## src/rtl/operacao_logica_serial.sv

```systemverilog
// Serial multi-function bitwise logic unit (XOR/AND/OR/XNOR), SLICE bits per clock,
// LSB slice first, with start/busy/done handshake and registered zero/parity flags.
module operacao_logica_serial #(
  parameter int unsigned WIDTH = 8,
  parameter int unsigned SLICE = 4
) (
  input  logic             clk,
  input  logic             rst_n,
  input  logic             start,
  input  logic [1:0]       op,
  input  logic [WIDTH-1:0] a,
  input  logic [WIDTH-1:0] b,
  output logic             busy,
  output logic             done,
  output logic [WIDTH-1:0] y,
  output logic             zero,
  output logic             parity
);

  localparam int unsigned NSLICES = WIDTH / SLICE;
  localparam int unsigned CNT_W   = (NSLICES > 1) ? $clog2(NSLICES) : 1;
  localparam logic [CNT_W-1:0] LAST_CNT = CNT_W'(NSLICES - 1);

  typedef enum logic [1:0] {
    IDLE = 2'd0,
    RUN  = 2'd1,
    DONE = 2'd2
  } state_t;

  state_t           state, state_next;
  logic [WIDTH-1:0] a_q, b_q, acc, acc_next;
  logic [1:0]       op_q;
  logic [CNT_W-1:0] cnt;
  logic [SLICE-1:0] slice_res;
  logic             last_slice;
  logic             capture;
  logic             busy_d, done_d;

  function automatic logic [SLICE-1:0] slice_op(input logic [1:0] o,
                                                input logic [SLICE-1:0] sx,
                                                input logic [SLICE-1:0] sy);
    logic [SLICE-1:0] r;
    r = '0;
    case (o)
      2'b00:   r = sx ^ sy;
      2'b01:   r = sx & sy;
      2'b10:   r = sx | sy;
      default: r = ~(sx ^ sy);
    endcase
    return r;
  endfunction

  // Operands shift right each cycle; finished slices enter the accumulator from the top
  assign slice_res  = slice_op(op_q, a_q[SLICE-1:0], b_q[SLICE-1:0]);
  assign acc_next   = (acc >> SLICE) | (WIDTH'(slice_res) << (WIDTH - SLICE));
  assign last_slice = (cnt == LAST_CNT);
  assign capture    = start && ((state == IDLE) || (state == DONE));

  // State register
  always_ff @(posedge clk or negedge rst_n) begin
    if (!rst_n) state <= IDLE;
    else        state <= state_next;
  end

  // Next-state logic
  always_comb begin
    state_next = state;
    case (state)
      IDLE:    if (start) state_next = RUN;
      RUN:     if (last_slice) state_next = DONE;
      DONE:    state_next = start ? RUN : IDLE;
      default: state_next = IDLE;
    endcase
  end

  // Handshake outputs decoded from the upcoming state, then registered
  always_comb begin
    busy_d = 1'b0;
    done_d = 1'b0;
    case (state_next)
      RUN:     busy_d = 1'b1;
      DONE:    done_d = 1'b1;
      default: ;
    endcase
  end

  always_ff @(posedge clk or negedge rst_n) begin
    if (!rst_n) begin
      busy <= 1'b0;
      done <= 1'b0;
    end else begin
      busy <= busy_d;
      done <= done_d;
    end
  end

  // Datapath: operand capture, slice processing and result commit
  always_ff @(posedge clk or negedge rst_n) begin
    if (!rst_n) begin
      a_q    <= '0;
      b_q    <= '0;
      op_q   <= '0;
      cnt    <= '0;
      acc    <= '0;
      y      <= '0;
      zero   <= 1'b1;
      parity <= 1'b0;
    end else if (capture) begin
      a_q  <= a;
      b_q  <= b;
      op_q <= op;
      cnt  <= '0;
      acc  <= '0;
    end else if (state == RUN) begin
      a_q <= a_q >> SLICE;
      b_q <= b_q >> SLICE;
      cnt <= cnt + CNT_W'(1);
      acc <= acc_next;
      if (last_slice) begin
        y      <= acc_next;
        zero   <= (acc_next == '0);
        parity <= ^acc_next;
      end
    end
  end

endmodule

```

## config.mk

```make
export PLATFORM = sky130hd
export DESIGN_NAME = operacao_logica_serial
export DESIGN_NICKNAME = d
export VERILOG_FILES = /design/src/rtl/operacao_logica_serial.sv
export SDC_FILE = /design/constraint.sdc
export NUM_CORES = 1
export LEC_CHECK = 0
export ABC_AREA = 1
export ABC_CLOCK_PERIOD_IN_PS = 3300
export CAP_MARGIN = 5
export CELL_PAD_IN_SITES_DETAIL_PLACEMENT = 0
export CELL_PAD_IN_SITES_GLOBAL_PLACEMENT = 1
export CORE_ASPECT_RATIO = 1.75
export CORE_MARGIN = 5
export CORE_UTILIZATION = 42
export DETAILED_ROUTE_END_ITERATION = 6
export PLACE_DENSITY_LB_ADDON = 0.1
export SLEW_MARGIN = 10
export SYNTH_ARGS = -nofsm -noshare
export SYNTH_HDL_FRONTEND = slang
export SYNTH_SLANG_ARGS = --single-unit
```

## constraint.sdc

```tcl
create_clock -name clk -period 3.3 [get_ports clk]
set_clock_uncertainty 0.2 [all_clocks]
set_input_delay 0.66 -clock clk [delete_from_list [all_inputs] [get_ports clk]]
set_output_delay 0.66 -clock clk [all_outputs]
set_load 0.02 [all_outputs]
```

==> results.toml, run 1 <==
[sta]
finalMaxSlewViolations = 0
setup_viol = 0
fin_crit_ns = 2.26
fin_crit_sh_pct = 68.4
tightest_slew_ns = 0.466
hold_viol = 0
finalSetupTns_ns = 0
clock.fmax_ghz = 0.443
rsz0062_at_grt = "no"
maxSlewHeadroom_pct = 68.9

[place]
portBuffers = 32
placedInstanceArea_um2 = 2200
place_inst = 290
dp_hpwl_mm = 2.67
gp_congestion = 0.802

[clock_network]
cts_tree = "built"
post_cts_resized = 0
postCtsHoldBufs = 0
clock_latency_ns = 0.28
clkTransAtPathRegs_ns = 0.07
cts-root-buf = "clkbuf_8"
htree_levels = 2
clk_path_buf_depth = 2
postCtsSetupBuffers = 0
cts_sinks = 37
cts-buffers-inserted = 5

[finish]
layout.cells.non_filler = 297
drive_above_1_share_pct = 8.13
multi_input_area_um2 = 783
num_antenna_cells = 0
nets = 279
syn_to_final_growth_pct = 24.0
register_area_um2 = 927
n_fill_cell = 446
final_area_um2 = 2280

[logic_synthesis]
synth.top_cell.area_share_pct = 48.9
syn_area_per_cell_um2 = 8.72
yosysTopAreaCell = "dfrtp_1"
ys_seq_elements = 37
yosysUniqueCellTypes = 22
synthTopCellsByArea = "dfrtp_1, nand2_1, ha_1"
ys_seq_area_share_pct = 50.4
synthTopCellsByCount = "nand2_1, dfrtp_1, inv_1"
synth_edf_count = 0
ys_async_sr_fraction_pct = 100
synth_flop_cell = "dfrtp_1"
syn-instance-count = 211
synth.most_common_cell = "nand2_1"
syn-num-nets = 244
yosys_warnings = 0
synth_area_um2 = 1840

[hold_path]
hold_path_class = "reg2reg"
holdPathStages = 2

[routing]
vias_per_cell = 4.72
drt_iter0_markers = 40
vias = 1403
drc = 0
wire_per_inst_um = 11.7
routed_wl_mm = 3.49
ant_nets = 0
dr.pass1.iters = 4

[floorplanning]
coreArea_um2 = 4320
die_area_um2 = 5860
rows = 32
die_width_um = 60.0
die_y_um = 97.6
ios = 33
initial_core_util_pct = 42.6

[run_status]
outcome = "complete, no violations"

[critical_path]
worst-path-stages = 1
worstPathRequired_ns = 2.44
cp.arrival_ns = 1.40
start_kind = "flop"
critPathKind = "reg2out"
slowest_delay_ns = 0.59
cp_cell_sequence = "clkdlybuf4s50_1"
crit_buf_inv = 1
crit_family = "buffers and inverters"
path_max_fanout = 2
critical_path.endpoint_type = "output pin"
slowest_stage = "clkdlybuf4s50_1"
reg2reg_depth = 9

[global_routing]
grt_pass1_vias = 1439
antenna_found_initial = 0
grt_max_degree = 38
grtUsageTotal_pct = 13.7
grt_overflow = 0
grt_pass1_wl_mm = 6.22

[pwr]
pwr_density_cell_nw_per_um2 = 1020
power_leakage_uw = 0.00115
ir_worst_vdd_v = 0.000421

[flow_run]
drv_cap = 0
kinds of logic (layout without fill, tap and decap cells):
family	after synthesis	after routing	synth area share (%)
flops	37	37	50.4
xor+xnor	4	4	1.90
simple gates	109	109	25.2
fa+ha+maj	12	12	8.16
buf+inv	30	65	7.07
compound gates	19	19	7.27
layer usage:
| layer | routed length, µm | GRT usage (%) | vias to the layer above |
|---|---|---|---|
| li1 | - | - | 731 |
| met1 | 1320 | 14.4 | 631 |
| met2 | 1910 | 24.6 | 32 |
| met3 | 170 | 3.32 | 9 |
| met4 | 85 | 5.97 | 0 |
| met5 | 0 | 0 | - |
sequential cells by signal (all words and copies together), names as in the netlist:
signal and count:
busy 1, b_q 8, parity 1, acc 4
done 1, state 2, cnt 1, zero 1
a_q 8, y 8, op_q 2
layout by cell type (no fill, tap or decap), drive strengths merged, types with 2 or more instances in the layout:
cell type      count
dfrtp             36
xor2               2
inv               25
clkdlybuf4s50     32
xnor2              2
nand2             88
o211ai             8
ha                12
nor2               3
clkbuf             7
nand3             16
o21ai             11
path summary, 6_finish.rpt:
check | from | end | slack [ns]
hold reg to reg | b_q[6]$_DFFE_PN0P_ | b_q[6]$_DFFE_PN0P_ | 0.27
max in group asynchronous | rst_n | zero$_DFFE_PN1P_ | 1.95
setup / recovery | zero$_DFFE_PN1P_ | zero | 1.04
min in group asynchronous | rst_n | y[7]$_DFFE_PN0P_ | 0.61
setup reg to reg | op_q[0]$_DFFE_PN0P_ | parity$_DFFE_PN0P_ | 1.33
hold / removal | b_q[6]$_DFFE_PN0P_ | b_q[6]$_DFFE_PN0P_ | 0.27
area by class of cell:
class	count	share of cell area, %
clock buffer	7	3.78
inverter	25	4.11
multi-input combinational	144	34.3
sequential	37	40.6
tap	51	2.80
timing repair buffer	33	14.4
power breakdown:
part | switching [µW] | leakage (µW) | internal [µW] | total, µW
logic | 732 | 0.000633 | 511 | 1240
clock network | 146 | 0.0000443 | 166 | 312
registers | 112 | 0.000469 | 661 | 773
stage by stage:
step                      total power (µW)  utilization [%]  setup WS [ns]  hold slack, ns
final                                 2330             52.8           1.04           0.271
after global routing                  2590             52.8           1.01           0.296
after global placement                2030             50.8           1.28           0.254
after CTS                             2380             52.8           1.03           0.276
after detailed placement              2060             50.8           1.27           0.259
after floorplan                       1710                -           1.47           0.164
No activity file was read; power rests on OpenSTA's default activity.
==> run 2, diff against run 1 <==
ABC_CLOCK_PERIOD_IN_PS = 2100   (was 3300)
CORE_UTILIZATION = 39   (was 42)
clock period = 2.1 ns   (was 3.3 ns; I/O delays follow)
==> run 2 against run 1 <==
  * Critical path depth unchanged
  * First-iteration DRC count is 55% higher
  * Clock power is 52% higher
  * Core utilization down 1.7 points
  * Cell count up 2.0%
  * Count of clock-buffer cells in the layout down 1
  * Die area is 6.6% higher
  * Critical path type unchanged
  * Highest routed layer unchanged
  * Wire length increased by 8.2%
  * Global-route usage rose by 0.16 points
  * Hold slack about the same
  * Combinational power rose by 85%
==> results.toml, run 2 (synthesized netlist as in run 1, its figures left out) <==
[run_status]
outcome = "complete, no violations"

[sta]
maxSlewHeadroom_pct = 70.5
tightest_slew_ns = 0.442
clock.fmax_ghz = 0.495
fin_crit_sh_pct = 96.2
fin_crit_ns = 2.02
setup_viol = 0
finalMaxSlewViolations = 0
hold_viol = 0

[clock_network]
clkTransAtPathRegs_ns = 0.07
cts-root-buf = "clkbuf_8"
cts_sinks = 37
clk_path_buf_depth = 2
cts-buffers-inserted = 5
cts_tree = "built"
clock_latency_ns = 0.28
htree_levels = 2

[floorplanning]
coreArea_um2 = 4620
ios = 33
die_y_um = 101
initial_core_util_pct = 39.8
rows = 33
die_width_um = 61.9
die_area_um2 = 6250

[place]
gp_congestion = 0.824
placedInstanceArea_um2 = 2210
dp_hpwl_mm = 2.79
portBuffers = 32

[finish]
final_area_um2 = 2360
drive_above_1_share_pct = 12.4
n_fill_cell = 473
multi_input_area_um2 = 826
num_antenna_cells = 0
nets = 283
register_area_um2 = 927
most-common-layout-cells = "nand2_1, dfrtp_1, clkdlybuf4s50_1"
final_common_cell = "nand2_1"
final_core_util_pct = 51.1
reg_top3 = "a_q x8, b_q x8, y x8"
syn_to_final_growth_pct = 28.3

[global_routing]
grtUsageTotal_pct = 13.9
grt_pass1_wl_mm = 6.40
grt_pass1_vias = 1447
grt_overflow = 0
antenna_found_initial = 0
grt_max_degree = 38

[critical_path]
worstReg2RegStart = "a_q[2]$_DFFE_PN0P_"
path_max_fanout = 2
cp_cell_sequence = "clkdlybuf4s50_1"
cp.arrival_ns = 1.40
cp-endpoint = "zero"
critical_path.endpoint_type = "output pin"
crit_buf_inv = 1
critPathKind = "reg2out"
worst-path-stages = 1
startpoint = "zero$_DFFE_PN1P_"
crit_family = "buffers and inverters"
slowest_delay_ns = 0.59
worstPathRequired_ns = 1.48
reg2reg_depth = 10
start_kind = "flop"
r2r_slack_ns = 0.11
r2r-end = "parity$_DFFE_PN0P_"
slowest_stage = "clkdlybuf4s50_1"

[routing]
vias = 1421
vias_per_cell = 4.69
drt_iter0_markers = 62
dr.pass1.iters = 4
routed_wl_mm = 3.77
wire_per_inst_um = 12.5
drc = 0
ant_nets = 0

[pwr]
pwr_density_cell_nw_per_um2 = 1680
intPower_uw = 2260
pwr-share-seq_pct = 30.4
net-switching-power_uw = 1710
combPwrFrac_pct = 57.7
power_leakage_uw = 0.00118
ir_worst_vdd_v = 0.000978
p_clk_share_pct = 11.9
switching_share_pct = 43.1

[flow_run]
drv_cap = 0

[hold_path]
hold_path_class = "reg2reg"
==> run 2: cell count changes in the layout (fill, tap and decap cells not counted), moves of 2 or more <==
cell      before  now
ha_4           0    2
clkinv_2       0    2
o21ai_1        1    3
o21ai_0        5    3
buf_4          1    3
ha_1          12   10
==> run 2: per-layer routing <==
metal  vias to the layer above  GRT usage (%)  wire, µm
met3                         5           2.69       161
met2                        28           25.4      2140
met5                         -              0         0
met4                         0           5.39        52
met1                       646           14.8      1420
li1                        742              -         -
==> run 2: power by group through the flow <==
stage          Sequential, µW  Combinational (µW)  Clock [µW]
5_1_grt                  1250                2610         526
3_5_place_dp             1220                2050           0
2_1_floorplan            1310                1380           0
4_1_cts                  1210                2060         497
6_report                 1210                2290         474
3_3_place_gp             1210                2030           0
==> run 2: area by class of cell <==
class / instances / share of cell area, %
clock buffer: 6 / 3.07
clock inverter: 2 / 0.424
inverter: 25 / 3.97
multi-input combinational: 144 / 35.0
sequential: 37 / 39.2
tap: 52 / 2.75
timing repair buffer: 37 / 15.6
==> run 2: worst min path at each step <==
stage / from / to / slack [ns] / cells after the start
after floorplan: rst_n / a_q[0]$_DFFE_PN0P_ / -0.08 / 0
after global placement: rst_n / y[7]$_DFFE_PN0P_ / 0.20 / 2
after detailed placement: rst_n / y[2]$_DFFE_PN0P_ / 0.20 / 2
after CTS: a_q[4]$_DFFE_PN0P_ / a_q[4]$_DFFE_PN0P_ / 0.28 / 2
after global routing: a_q[7]$_DFFE_PN0P_ / a_q[7]$_DFFE_PN0P_ / 0.30 / 2
final: a_q[4]$_DFFE_PN0P_ / a_q[4]$_DFFE_PN0P_ / 0.27 / 2
==> run 2: per-stage QoR <==
stage,hold slack [ns],cells,TNS [ns],total power [µW],worst slack [ns]
2_1_floorplan,-0.0756,211,0,2690,0.273
3_3_place_gp,0.204,292,0,3240,0.121
3_5_place_dp,0.201,292,0,3270,0.0899
4_1_cts,0.278,301,0,3760,0.0511
5_1_grt,0.302,303,-0.0201,4380,-0.0201
6_report,0.271,303,0,3970,0.0788
==> run 2: timing repair <==
| item | 4_1_cts | 5_1_grt |
|---|---|---|
| hold endpoints to repair | 36 | 0 |
| resized for setup | 0 | 8 |
| setup endpoints to repair | 0 | 1 |
| setup buffers | 0 | 2 |
| hold buffers | 1 | 0 |
